File: src/rtl/vector_list_builder_pkg.sv
// Shared vector-list definitions: command opcodes, list-format constants and
// the builder's FSM state encoding.
package vector_list_builder_pkg;

  localparam logic [1:0] OP_BEGIN = 2'd0;
  localparam logic [1:0] OP_POINT = 2'd1;
  localparam logic [1:0] OP_END   = 2'd2;
  localparam logic [1:0] OP_CLEAR = 2'd3;

  // The renderer draws len+1 segments, so len = points - LEN_BIAS.
  localparam logic [8:0] LEN_BIAS   = 9'd2;
  localparam logic [8:0] MAX_POINTS = 9'd257;
  localparam logic [8:0] MIN_POINTS = LEN_BIAS + 9'd1;

  typedef enum logic [3:0] {
    IDLE,
    INIT,
    HDR,
    ATTR,
    PX,
    PY,
    TERM,
    LEN,
    CLR
  } vlb_state_e;

endpackage

File: src/rtl/vector_list_builder.sv
// Builds a zero-terminated list of vector lines ([len][attr][x][y]...) in an
// external byte-wide RAM from BEGIN/POINT/END/CLEAR commands.
module vector_list_builder
  import vector_list_builder_pkg::*;
#(
  parameter int VECTOR_RAM_WIDTH = 9
) (
  input  logic                        clk,
  input  logic                        reset,
  input  logic                        cmd_valid,
  output logic                        cmd_ready,
  input  logic [1:0]                  cmd_op,
  input  logic [15:0]                 cmd_data,
  output logic [VECTOR_RAM_WIDTH-1:0] ram_addr,
  output logic [7:0]                  ram_data,
  output logic                        ram_write,
  output logic                        busy,
  output logic                        error,
  output logic                        in_line,
  output vlb_state_e                  fsm_state
);

  localparam int W = VECTOR_RAM_WIDTH;
  // Highest wr_ptr that still leaves room for two bytes plus the terminator.
  localparam logic [W-1:0] PTR_LIMIT = {W{1'b1}} - W'(2);

  // Handshake: a command transfers on a rising edge where cmd_valid && cmd_ready;
  // cmd_ready is high only in IDLE and the command operand is latched on transfer.
  vlb_state_e   state, state_nx;
  logic [W-1:0] wr_ptr, wr_ptr_nx;
  logic [W-1:0] hdr_ptr, hdr_ptr_nx;
  logic [8:0]   pt_cnt, pt_cnt_nx;
  logic [15:0]  opnd, opnd_nx;
  logic         error_nx, in_line_nx;
  logic         ram_write_nx;
  logic [W-1:0] ram_addr_nx;
  logic [7:0]   ram_data_nx;

  logic         accept;
  logic         no_room;
  logic [W-1:0] wr_ptr_p1;
  logic [W-1:0] wr_ptr_p2;
  logic [8:0]   len_full;

  assign accept    = cmd_valid && (state == IDLE);
  assign no_room   = wr_ptr > PTR_LIMIT;
  assign wr_ptr_p1 = wr_ptr + W'(1);
  assign wr_ptr_p2 = wr_ptr + W'(2);
  assign len_full  = pt_cnt - LEN_BIAS;

  assign cmd_ready = (state == IDLE);
  assign busy      = (state != IDLE);
  assign fsm_state = state;

  always_comb begin
    state_nx     = state;
    wr_ptr_nx    = wr_ptr;
    hdr_ptr_nx   = hdr_ptr;
    pt_cnt_nx    = pt_cnt;
    opnd_nx      = opnd;
    error_nx     = error;
    in_line_nx   = in_line;
    ram_write_nx = 1'b0;
    ram_addr_nx  = ram_addr;
    ram_data_nx  = ram_data;

    case (state)
      // First cycle arms the terminator write, second cycle presents it.
      INIT: begin
        if (!ram_write) begin
          ram_write_nx = 1'b1;
          ram_addr_nx  = '0;
          ram_data_nx  = 8'h00;
        end else begin
          state_nx = IDLE;
        end
      end

      IDLE: begin
        if (accept) begin
          opnd_nx = cmd_data;
          case (cmd_op)
            OP_BEGIN: begin
              if (in_line || no_room) begin
                error_nx = 1'b1;
              end else begin
                state_nx     = HDR;
                ram_write_nx = 1'b1;
                ram_addr_nx  = wr_ptr;
                ram_data_nx  = 8'h00;
              end
            end
            OP_POINT: begin
              if (!in_line || (pt_cnt == MAX_POINTS) || no_room) begin
                error_nx = 1'b1;
              end else begin
                state_nx     = PX;
                ram_write_nx = 1'b1;
                ram_addr_nx  = wr_ptr;
                ram_data_nx  = cmd_data[7:0];
              end
            end
            OP_END: begin
              if (!in_line) begin
                error_nx = 1'b1;
              end else begin
                // A too-short line is dropped by terminating the list at its header.
                state_nx     = TERM;
                ram_write_nx = 1'b1;
                ram_addr_nx  = (pt_cnt >= MIN_POINTS) ? wr_ptr : hdr_ptr;
                ram_data_nx  = 8'h00;
              end
            end
            default: begin
              state_nx     = CLR;
              ram_write_nx = 1'b1;
              ram_addr_nx  = '0;
              ram_data_nx  = 8'h00;
            end
          endcase
        end
      end

      HDR: begin
        state_nx     = ATTR;
        ram_write_nx = 1'b1;
        ram_addr_nx  = wr_ptr_p1;
        ram_data_nx  = opnd[7:0];
      end

      ATTR: begin
        state_nx   = IDLE;
        hdr_ptr_nx = wr_ptr;
        wr_ptr_nx  = wr_ptr_p2;
        pt_cnt_nx  = '0;
        in_line_nx = 1'b1;
      end

      PX: begin
        state_nx     = PY;
        ram_write_nx = 1'b1;
        ram_addr_nx  = wr_ptr_p1;
        ram_data_nx  = opnd[15:8];
      end

      PY: begin
        state_nx  = IDLE;
        wr_ptr_nx = wr_ptr_p2;
        pt_cnt_nx = pt_cnt + 9'd1;
      end

      TERM: begin
        if (pt_cnt >= MIN_POINTS) begin
          state_nx     = LEN;
          ram_write_nx = 1'b1;
          ram_addr_nx  = hdr_ptr;
          ram_data_nx  = len_full[7:0];
        end else begin
          state_nx   = IDLE;
          wr_ptr_nx  = hdr_ptr;
          in_line_nx = 1'b0;
        end
      end

      LEN: begin
        state_nx   = IDLE;
        in_line_nx = 1'b0;
      end

      CLR: begin
        state_nx   = IDLE;
        wr_ptr_nx  = '0;
        in_line_nx = 1'b0;
        error_nx   = 1'b0;
      end

      default: state_nx = IDLE;
    endcase
  end

  always_ff @(posedge clk or posedge reset) begin
    if (reset) begin
      state     <= INIT;
      wr_ptr    <= '0;
      hdr_ptr   <= '0;
      pt_cnt    <= '0;
      opnd      <= '0;
      error     <= 1'b0;
      in_line   <= 1'b0;
      ram_write <= 1'b0;
      ram_addr  <= '0;
      ram_data  <= 8'h00;
    end else begin
      state     <= state_nx;
      wr_ptr    <= wr_ptr_nx;
      hdr_ptr   <= hdr_ptr_nx;
      pt_cnt    <= pt_cnt_nx;
      opnd      <= opnd_nx;
      error     <= error_nx;
      in_line   <= in_line_nx;
      ram_write <= ram_write_nx;
      ram_addr  <= ram_addr_nx;
      ram_data  <= ram_data_nx;
    end
  end

endmodule

File: config.mk
export PLATFORM = sky130hd
export DESIGN_NAME = vector_list_builder
export DESIGN_NICKNAME = d
export VERILOG_FILES = /design/src/rtl/vector_list_builder_pkg.sv /design/src/rtl/vector_list_builder.sv
export SDC_FILE = /design/constraint.sdc
export NUM_CORES = 1
export LEC_CHECK = 0
export BUFFER_PORTS_ARGS = -buffer_cell sky130_fd_sc_hd__buf_2
export CAP_MARGIN = 20
export CORE_MARGIN = 1
export CORE_UTILIZATION = 50
export CTS_CLUSTER_SIZE = 40
export DETAILED_ROUTE_END_ITERATION = 10
export PLACE_DENSITY = 0.8
export SETUP_SLACK_MARGIN = 0.05
export SKIP_CTS_REPAIR_TIMING = 1
export SYNTH_ARGS = -nofsm -noshare
export SYNTH_HDL_FRONTEND = slang
export SYNTH_SLANG_ARGS = --single-unit
File: constraint.sdc
create_clock -name clk -period 4.45 [get_ports clk]
set_input_delay 0.89 -clock clk [delete_from_list [all_inputs] [get_ports clk]]
set_output_delay 0.89 -clock clk [all_outputs]
set_load 0.02 [all_outputs]
=== Yosys cells after proc, flatten, opt, wreduce, memory -nomap -nowiden ===
Cells that the tools add are included.

* Flip-flop bits (word level): 67
* Input bits: 21
* Output and inout bits: 26
* Word-level logic and storage cells: 105

* $add $sub $neg: 4
* Magnitude comparators: 2
* Equality and inequality tests: 23
* Multiplexer cells: 43
* Reduce and logical (&&, ||, !) cells: 23

{| class="wikitable"
|+ Operators by type and width
! kind !! count
|-
| 2-to-1 mux 9 bit || 7
|-
| one-hot mux 9 bit (3 select lines) || 2
|-
| 2-to-1 mux 8 bit || 6
|-
| one-hot mux 8 bit (5 select lines) || 1
|-
| one-hot mux 9 bit (4 select lines) || 1
|-
| one-hot mux 8 bit (3 select lines) || 1
|-
| 2-to-1 mux 4 bit || 5
|-
| one-hot mux 4 bit (5 select lines) || 1
|-
| adder 9 x 1 -> 9 bit, second input constant || 2
|-
| != test 3 bit, second input constant || 6
|-
| one-hot mux 9 bit (2 select lines) || 1
|-
| == test 4 x 3 -> 1 bit, second input constant || 4
|-
| AND reduction 7 bit || 2
|-
| one-hot mux 4 bit (3 select lines) || 1
|-
| 2-to-1 mux 1 bit || 11
|-
| adder 9 x 2 -> 9 bit, second input constant || 1
|-
| == test 9 bit, second input constant || 1
|-
| >= comparator 9 x 2 -> 1 bit, second input constant || 1
|-
| greater-than comparator 9 bit, second input constant || 1
|-
| one-hot mux 1 bit (3 select lines) || 3
|-
| == test 4 x 2 -> 1 bit, second input constant || 2
|-
| != test 2 bit, second input constant || 4
|-
| nonzero test 4 bit || 2
|-
| subtractor 8 x 2 -> 8 bit, second input constant || 1
|-
| 21 further kinds || 28
|}

=== Depth between registers and ports, before layout ===
Gate-level depths: netlist of the first run.

* Depth in word-level cells: 7
* Mapped depth: 9

=== Worst setup path before layout of the first run ===
No wires, ideal clock.

* Path kind: reg2out
* Start point: register state[1] (netlist: fsm_state[1])
* End point: output port cmd_ready
* Arrival time: 1.486 ns
* Required time: 3.560 ns
* Slack: 2.074 ns
* Stages on the path, launching flop included: 5
* Path buffers: 2
* Cells stage by stage: dfrtp_1 > buf_6 > or4_1 > buf_2 > inv_1

* Longest elaborated chain between the ends: 1

{| class="wikitable"
|+ Ends and longest elaborated chain
! element !! RTL line !! source
|-
| start, declared || vector_list_builder.sv:29 || <nowiki>vlb_state_e state, state_nx;</nowiki>
|-
| start signal, assigned || vector_list_builder.sv:194 || <nowiki>state <= state_nx;</nowiki>
|-
| zero test 4 bit || vector_list_builder.sv:51 || <nowiki>assign cmd_ready = (state == IDLE);</nowiki>
|-
| end, declared || vector_list_builder.sv:11 || <nowiki>output logic cmd_ready,</nowiki>
|}

Every way passes these cells.

=== Final worst setup path of the first run ===
Ends and elaborated chain as after synthesis.

==> impl_results.md, run 1 <==
* Outcome: complete, no violations
* Max-slew violation count at 0
* Clock transition at the registers of the reported paths at around 80 ps
* Hold endpoint: ram_addr[2]
* Global-route wire length before repair at ~17 mm
* Routed wl met2 at ~5 mm
* Wl on met1 at 3.93 mm
* Reg2Reg Setup Slack at between 1500 and 2000 ps
* Distinct cells, synth at 64
* Inst Count DP at ~520
* Synth warnings at 0
* Period minus WS final at around 3000 ps
* Routed vias at 3404
* HP Class: reg -> reg
* Commonest non-fill, non-tap cell in the layout: dfrtp_1
* Initial drt markers at roughly 310
* Worst slew margin at 0.328
* DRT Wirelength at ~10 mm
* Hold Startpoint: ram_addr[2]
* Root Driver: clkbuf_8
* Fin. Hold Viols at 0
* Clk sink count at 67
* Antenna-violating nets left at 0
* CTS max path bufs at 2
* Crit end category: output port
* Total gr overflow at 0
* Mapped Nets at between 400 and 500
* Port bufs at 46
* Top-Level Pins at 47
* Die area at 8190 sq um
* R2r endpoint: ram_data[0]
* Unrepaired setup endpoints after global routing: false
* FP Rows at 31
* Worst IR Drop VDD at 0.369 mV
* Critical Path, Cell by Cell: or4_1 > inv_1 > buf_2
* TritonRoute pass-1 iters at 5
* Initial antenna violation count at 0
* Post-synthesis async set-or-reset flop share at 1.00
* Pin count of the biggest net entering global routing at 46
* Inserted Clock Buffers at 9
* CORE AREA at between 7000 and 8000 sq um
* Main flop type after synthesis: dfrtp_1
* Number of flops mapped to enable cells by yosys at 0
* Tcrit/Tclk final at 0.668
* Data required, critical path at 3560 ps
* Critical path fanouts, max at 18
* Highest routed layer: met4
* Crit-path max cell delay at approximately 740 ps
* Sequential-to-total area share from yosys stat at 0.428
* H-Tree Depth at 3
* MaxCap Viol Count at 0
* Leakage at 2.01 nW
* Commonest cells after routing, fill and taps aside: dfrtp_1 (66), nand2_1 (57), buf_2 (46)
* DP Wirelength at 7.04 mm
* Critical Path AT at 2080 ps
* Drt via density at between 6 and 7
* Cell area after synthesis at 3920 sq um
* CTS tree: done
* Crit path max-delay cell type: or4_1
* Synthesized instance count at about 400
* Layout area overhead at 11.2%
* WL met3 at 721 um
* Gr usage total at 0.259
* Ant diodes at 0
* Hold Path Cell Cnt at 1
* Drt wl/cell at around 19 um
* DRC Markers at 0
* Crit path launch type: register
* Share of cells above drive strength 1 at 0.235
* Non-filler cells, final at ~540
* Setup violators final at 0
* Flops & latches, synth at between 60 and 70
* Worst Tran Pin Value at slightly above 1000 ps
* Setup CP Type: reg -> out
* Initial cell density of the core at 0.529
* Vias in the first global route at ~3500
* Reg2reg path depth at 7
* Syn Area/Cell at about 9.8 sq um
* Die height at between 90 and 100 um
* Worst skew pair latency at between 300 and 400 ps
* Placer Congestion at 0.984
* Reg2reg start: pt_cnt[2]
* P per Cell Area at roughly 620 nW/um^2
* Die width at around 91 um
* Final #Nets at approximately 470
* Top achievable clock speed at 336 MHz
* Skew final at ~10 ps
* Setup TNS at 0 ps
-- metal layers --
layer / track usage / vias up
li1: - / 1534
met1: 0.301 / 1653
met2: 0.447 / 178
met3: 0.0690 / 39
met4: 0.110 / 0
met5: 0 / -
-- critical path, delay by kind of cell (launching register included) --
family | cells | cell delay, ps
buffers and inverters | 2 | 410
flip-flops | 1 | 570
AND/OR/NAND/NOR | 1 | 740
-- state kept, by name, summed over array words and instances, names as in the netlist --
register   count
error          1
fsm_state      4
hdr_ptr        9
in_line        1
opnd          16
pt_cnt         9
ram_addr       9
ram_data       8
ram_write      1
wr_ptr         9
-- cell usage after synthesis (5+ instances only) --
cell type / n / area (sq um)
a21oi_1: 15 / 75.1
a222oi_1: 9 / 90.1
and3_1: 6 / 37.5
buf_2: 9 / 45.0
clkbuf_1: 14 / 52.6
dfrtp_1: 66 / 1650
ha_1: 13 / 163
inv_1: 14 / 52.6
mux2_2: 23 / 259
nand2_1: 57 / 214
nand3_1: 14 / 70.1
nand4_1: 8 / 50.1
nor2_1: 21 / 78.8
nor3_1: 10 / 50.1
o21ai_0: 26 / 130
o2bb2ai_1: 5 / 43.8
xnor2_1: 5 / 43.8
xor2_1: 12 / 105
-- stage by stage --
| step | worst slack [ps] | instance area, sq um | total power, mW | hold slack, ps | util |
|---|---|---|---|---|---|
| after floorplan | 1880 | 3920 | 1.89 | 462 | - |
| after global placement | 1750 | 4150 | 2.13 | 474 | 0.560 |
| after detailed placement | 1670 | 4150 | 2.17 | 470 | 0.560 |
| after CTS | 1490 | 4360 | 2.72 | 491 | 0.588 |
| after global routing | 1390 | 4360 | 2.88 | 518 | 0.588 |
| final | 1480 | 4360 | 2.72 | 490 | 0.588 |
-- worst max path at each step --
stage | from | to | cells after the start
after global placement | cmd_op[1] | ram_addr[6] | 7
after global routing | fsm_state[1] | cmd_ready | 3
after floorplan | reset | error | 1
after CTS | fsm_state[1] | cmd_ready | 3
after detailed placement | cmd_op[1] | ram_data[0] | 7
final | fsm_state[1] | cmd_ready | 3
-- report_power, final --
part	internal [mW]	switching (mW)	total (mW)
clock	0.267	0.269	0.536
sequential	0.788	0.210	0.998
combinational	0.486	0.700	1.19
-- cell type report --
| class | count | area, sq um |
|---|---|---|
| clock inverter | 7 | 81.3 |
| fill | 664 | 3050 |
| multi-input combinational | 294 | 2050 |
| tap | 99 | 124 |
| timing repair buffer | 48 | 245 |
| inverter | 14 | 52.6 |
| clock buffer | 9 | 124 |
| sequential | 67 | 1680 |
-- cells by family (layout without fill, tap and decap cells) --
| group | Yosys count | after routing | share of synthesized area |
|---|---|---|---|
| XOR/XNOR | 17 | 17 | 0.0380 |
| AO/OA/AOI/OAI | 94 | 94 | 0.172 |
| multiplexers | 30 | 30 | 0.0891 |
| AND/OR/NAND/NOR | 140 | 140 | 0.183 |
| adder cells (fa/ha/maj) | 13 | 13 | 0.0415 |
| flip-flops | 67 | 67 | 0.428 |
| buffers and inverters | 40 | 78 | 0.0479 |
Power figures use the tool's default switching activity.
==> inputs of run 2 (changes only) <==
- PLACE_DENSITY: 0.8 -> 0.83
- clock period: 4.45 -> 2.55 ns (I/O delays scaled with it)
==> run 2 against run 1 <==
- non-clock buffer count grew 21
- clock power increased by 90%
- sequential share of layout area is 1.7 points lower
- setup slack got worse by 1300 ps
- critical path type unchanged
- highest routed layer unchanged
- largest cell class unchanged
- largest power group unchanged
==> impl_results.md, run 2 (same netlist as run 1, synthesis figures left out) <==
* Die height at 90.5 um (unchanged)
* Antenna-violating nets left at 0 (unchanged)
* Crit path launch type: register
* Setup CP Type: reg -> out
* Initial cell density of the core at 0.529 (unchanged)
* Crit-path max cell delay at 680 ps (-60 ps)
* Max FFs per register at 16 (unchanged)
* CTS max path bufs at 2 (unchanged)
* Unrepaired setup endpoints after global routing: false
* Pin count of the biggest net entering global routing at 68 (+48%)
* Placer Congestion at 0.994 (+1.0%)
* Initial drt markers at 348 (+11%)
* Initial antenna violation count at 0 (unchanged)
* Drt wl/cell at 18.5 um (-0.68%)
* Inserted Clock Buffers at 9 (unchanged)
* Commonest non-fill, non-tap cell in the layout: dfrtp_1
* FP Rows at 31 (unchanged)
* Highest routed layer: met4
* Critical Path AT at 1880 ps (-200 ps)
* Crit path max-delay cell type: or4_1
* Skew final at 10.5 ps (+0.205 ps)
* CORE AREA at 7410 sq um (unchanged)
* Worst IR Drop VDD at 0.583 mV (+58%)
* Clk sink count at 67 (unchanged)
* Period minus WS final at 2390 ps
* P per Cell Area at 1110 nW/um^2 (+77%)
* TritonRoute pass-1 iters at 5 (unchanged)
* CTS tree: done
* Tcrit/Tclk final at 0.936
* Crit end category: output port
* Die width at 90.5 um (unchanged)
* Gr usage total at 0.263 (+0.00395)
* Max-slew violation count at 0 (unchanged)
* Final #Nets at 489 (+4.5%)
* H-Tree Depth at 3 (unchanged)
* Routed wl met2 at 5.17 mm (+1.9%)
* Root Driver: clkbuf_8
* HP Class: in -> async
* Worst skew pair latency at 360 ps (about the same)
* DRC Markers at 0 (unchanged)
* MaxCap Viol Count at 0 (unchanged)
* Share of cells above drive strength 1 at 0.270 (+0.0349)
* Vias in the first global route at 3526 (+1.9%)
* Top achievable clock speed at about 420 MHz
* DRT Wirelength at 10.3 mm (+3.2%)
* Drt via density at 6.16 (-2.6%)
* Top-Level Pins at 47 (unchanged)
* Setup violators final at 0 (unchanged)
* Routed vias at 3445 (+1.2%)
* Die area at 8190 sq um (unchanged)
* Layout area overhead at 16.5%
* CP top delay family: simple AND/OR/NAND/NOR gates
* WHS at 215 ps (-275 ps)
* Ant diodes at 0 (unchanged)
* Critical Path, Cell by Cell: or4_1 > inv_1 > buf_2
* Setup TNS at 0 ps (unchanged)
* Total gr overflow at 0 (unchanged)
* WL met3 at 700 um (-2.9%)
* Worst slew margin at 0.343 (+0.0146)
* Top reg by flops: opnd
* Leakage at 2.13 nW (+6.3%)
* Fin. Hold Viols at 0 (unchanged)
* Clock transition at the registers of the reported paths at 80 ps (about the same)
* WP buf/inv at 2 (unchanged)
* Commonest cells after routing, fill and taps aside: dfrtp_1 (66), nand2_1 (57), buf_2 (46)
* DP Wirelength at 7.49 mm (+6.3%)
* Worst Tran Pin Value at 983 ps (-21.8 ps)
* Global-route wire length before repair at 17.0 mm (+1.2%)
* Wl on met1 at 4.15 mm (+5.6%)
* Port bufs at 46 (unchanged)
* Data required, critical path at 2040 ps (-1520 ps)
* Outcome: complete, no violations
* Critical path fanouts, max at 16 (-2)
* Filler Cell Count at 607 (-8.6%)
==> run 2: worst paths after layout <==
kind	start	to	slack (ps)	cells after the start
max in group asynchronous	reset	fsm_state[0]	2030	3
min in group clk	cmd_data[9]	opnd[9]	370	2
setup / recovery	fsm_state[0]	cmd_ready	160	3
setup reg to reg	wr_ptr[1]	ram_addr[0]	190	6
hold / removal	reset	wr_ptr[3]	210	3
hold reg to reg	ram_addr[3]	ram_addr[3]	490	1
==> run 2: worst reg2reg max path, stage by stage (launching register included) <==
cell       delay, ps
dfrtp_1          510
inv_1            130
ha_1             200
a2111o_1         460
o2111a_1         190
o21ai_0          580
o2bb2ai_1        160
==> run 2: cell type report <==
cell class | instances | area (sq um) | share of cell area
Clock buffer | 9 | 124 | 0.0271
Clock inverter | 7 | 105 | 0.0230
Inverter | 14 | 52.6 | 0.0115
Multi-Input combinational cell | 294 | 2050 | 0.450
Sequential cell | 67 | 1680 | 0.368
Tap cell | 99 | 124 | 0.0271
Timing Repair Buffer | 69 | 428 | 0.0938
==> run 2: per-stage QoR <==
stage	setup WS (ps)	power (mW)	util	std cells	instance area [sq um]
after detailed placement	251	4.02	0.585	543	4330
after floorplan	245	3.29	-	401	3920
after global routing	101	5.33	0.616	559	4560
after CTS	185	5.06	0.616	559	4560
final	164	5.05	0.616	559	4560
after global placement	330	3.95	0.585	543	4330
==> run 2: report_power, final <==
group          switching (mW)  internal, mW
logic                    1.39         0.995
registers               0.272          1.38
clock network           0.456         0.567
total                    2.12          2.94
==> run 2: routing by layer <==
layer / up-vias / global-route usage
met2: 164 / 0.445
li1: 1579 / -
met3: 35 / 0.0623
met1: 1667 / 0.316
met4: 0 / 0.116
met5: - / 0
==> inputs of run 3 (changes only) <==
- BUFFER_PORTS_ARGS: -buffer_cell sky130_fd_sc_hd__buf_2 -> not set
- DONT_BUFFER_PORTS: not set -> 1
- PLACE_DENSITY: 0.83 -> 0.78
==> run 3 against run 2 <==
- global-route usage increased by 0.43 points
- sequential power increased by 5%
- clock-buffer cell count increased by 1
- utilization decreased by 2.4 points
- hold slack got worse by 110 ps
- clock power increased by 6%
- wire length increased by 0.61%
- sequential share of layout area increased by 1.5 points
- combinational power decreased by 6%
- first-iteration DRC count decreased by 22%
- critical endpoint is now ram_data[4]
- highest routed layer unchanged
==> impl_results.md, run 3 (same netlist as run 1, synthesis figures left out) <==
* CTS max path bufs at 2 (unchanged)
* Outcome: complete, no violations
* Placer Congestion at 0.919 (-7.6%)
* Die height at 90.5 um (unchanged)
* HP Class: in -> async
* Non-filler cells, final at 518 (-7.3%)
* Fin. Hold Viols at 0 (unchanged)
* Post-route worst setup slack at 256 ps (+92.4 ps)
* Critical Path AT at 2510 ps (+630 ps)
* Top-Level Pins at 47 (unchanged)
* MaxCap Viol Count at 0 (unchanged)
* FP Rows at 31 (unchanged)
* Clock transition at the registers of the reported paths at 80 ps (about the same)
* Data required, critical path at 2770 ps (+730 ps)
* CTS tree: done
* Max FFs per register at 16 (unchanged)
* Crit end category: register
* Unrepaired setup endpoints after global routing: false
* H-Tree Depth at 3 (unchanged)
* WHS at 105 ps (-110 ps)
* Leakage at 1.95 nW (-8.7%)
* DRC Markers at 0 (unchanged)
* Worst skew pair latency at 340 ps (-20 ps)
* Layout area overhead at 11.9%
* Top achievable clock speed at 436 MHz (+4.0%)
* CORE AREA at 7410 sq um (unchanged)
* Pin count of the biggest net entering global routing at 68 (unchanged)
* Die width at 90.5 um (unchanged)
* DP Wirelength at 7.26 mm (-3.0%)
* Setup CP Type: reg -> reg
* Final #Nets at 448 (-8.4%)
* Initial antenna violation count at 0 (unchanged)
* Crit-path max cell delay at 510 ps (-170 ps)
* Commonest non-fill, non-tap cell in the layout: dfrtp_1
* Placement Cell Area at 4140 sq um (-4.4%)
* Port bufs at 0 (-100%)
* Inserted Clock Buffers at 9 (unchanged)
* Max-slew violation count at 0 (unchanged)
* Drt wl/cell at 20.1 um (+8.6%)
* Crit path max-delay cell type: dfrtp_1
* Inst Count DP at 502 (-7.6%)
* Worst Tran Pin Value at 1040 ps (+55.5 ps)
* Skew final at 8.74 ps (-1.77 ps)
* Antenna-violating nets left at 0 (unchanged)
* End-of-flow core utilization at 0.592 (-0.0243)
* TritonRoute pass-1 iters at 6 (+1)
* Worst slack at placement at 239 ps (-11.7 ps)
* Global-route wire length before repair at 17.1 mm (+0.32%)
* Critical path fanouts, max at 17 (+1)
* Worst slew margin at 0.306 (-0.0371)
* Drt via density at 6.40 (+3.9%)
* Initial drt markers at 270 (-22%)
* Worst IR Drop VDD at 0.654 mV (+12%)
* Post-route cell area at 4380 sq um (-3.9%)
* Crit path launch type: register
* Critical Path, Cell by Cell: inv_1 > ha_1 > a2111o_1 > o2111a_1 > o21ai_4 > buf_12 > mux2_2
* Period minus WS final at 2290 ps (-92.4 ps)
* Tcrit/Tclk final at 0.900 (-0.0363)
* Routed vias at 3316 (-3.7%)
* Die area at 8190 sq um (unchanged)
* Clk sink count at 67 (unchanged)
* Total gr overflow at 0 (unchanged)
* Share of cells above drive strength 1 at 0.196 (-0.0739)
* Setup TNS at 0 ps (unchanged)
* Root Driver: clkbuf_8
* Ant diodes at 0 (unchanged)
* P per Cell Area at 1150 nW/um^2 (+3.7%)
* DRT Wirelength at 10.4 mm (+0.61%)
* Design Power at 5.04 mW (-0.35%)
* Commonest cells after routing, fill and taps aside: dfrtp_1 (66), nand2_1 (57), buf_4 (26)
* Gr usage total at 0.267 (+0.00426)
* Initial cell density of the core at 0.529 (unchanged)
* Vias in the first global route at 3319 (-5.9%)
* Top reg by flops: opnd
* Setup violators final at 0 (unchanged)
## run 3: path summary, 6_finish.rpt
path / startpoint / endpoint / slack [ps] / depth (start not counted)
worst max register to register: wr_ptr[1] / ram_data[4] / 260 / 7
worst max-delay path: wr_ptr[1] / ram_data[4] / 260 / 7
worst min-delay path: reset / wr_ptr[5] / 100 / 2
max in group asynchronous: reset / fsm_state[0] / 2080 / 2
worst min register to register: opnd[12] / opnd[12] / 510 / 1
min in group clk: cmd_data[14] / opnd[14] / 320 / 1
## run 3: report_power, final
| group | switching [mW] | internal [mW] | total, mW |
|---|---|---|---|
| logic | 1.28 | 0.950 | 2.23 |
| clock network | 0.424 | 0.651 | 1.08 |
| registers | 0.358 | 1.38 | 1.73 |
## run 3: critical path, delay by kind of cell, from the launching register on
kind | cells | cell delay [ps]
buffers and inverters | 2 | 320
DFF | 1 | 510
muxes | 1 | 350
AOI/OAI and AO/OA | 3 | 790
adders and majority gates | 1 | 200
## run 3: layout make-up
type / instances / area (sq um)
Fill cell: 621 / 3030
Multi-Input combinational cell: 294 / 2050
Sequential cell: 67 / 1680
Timing Repair Buffer: 28 / 235
Clock buffer: 10 / 128
Tap cell: 99 / 124
Clock inverter: 6 / 114
Inverter: 14 / 52.6
## run 3: routing by layer
layer / wire (um) / global-route usage / share of wire
met1: 4180 / 0.327 / 0.40
met2: 5120 / 0.434 / 0.49
met3: 770 / 0.0791 / 0.074
met4: 334 / 0.116 / 0.032
met5: 0 / 0 / 0
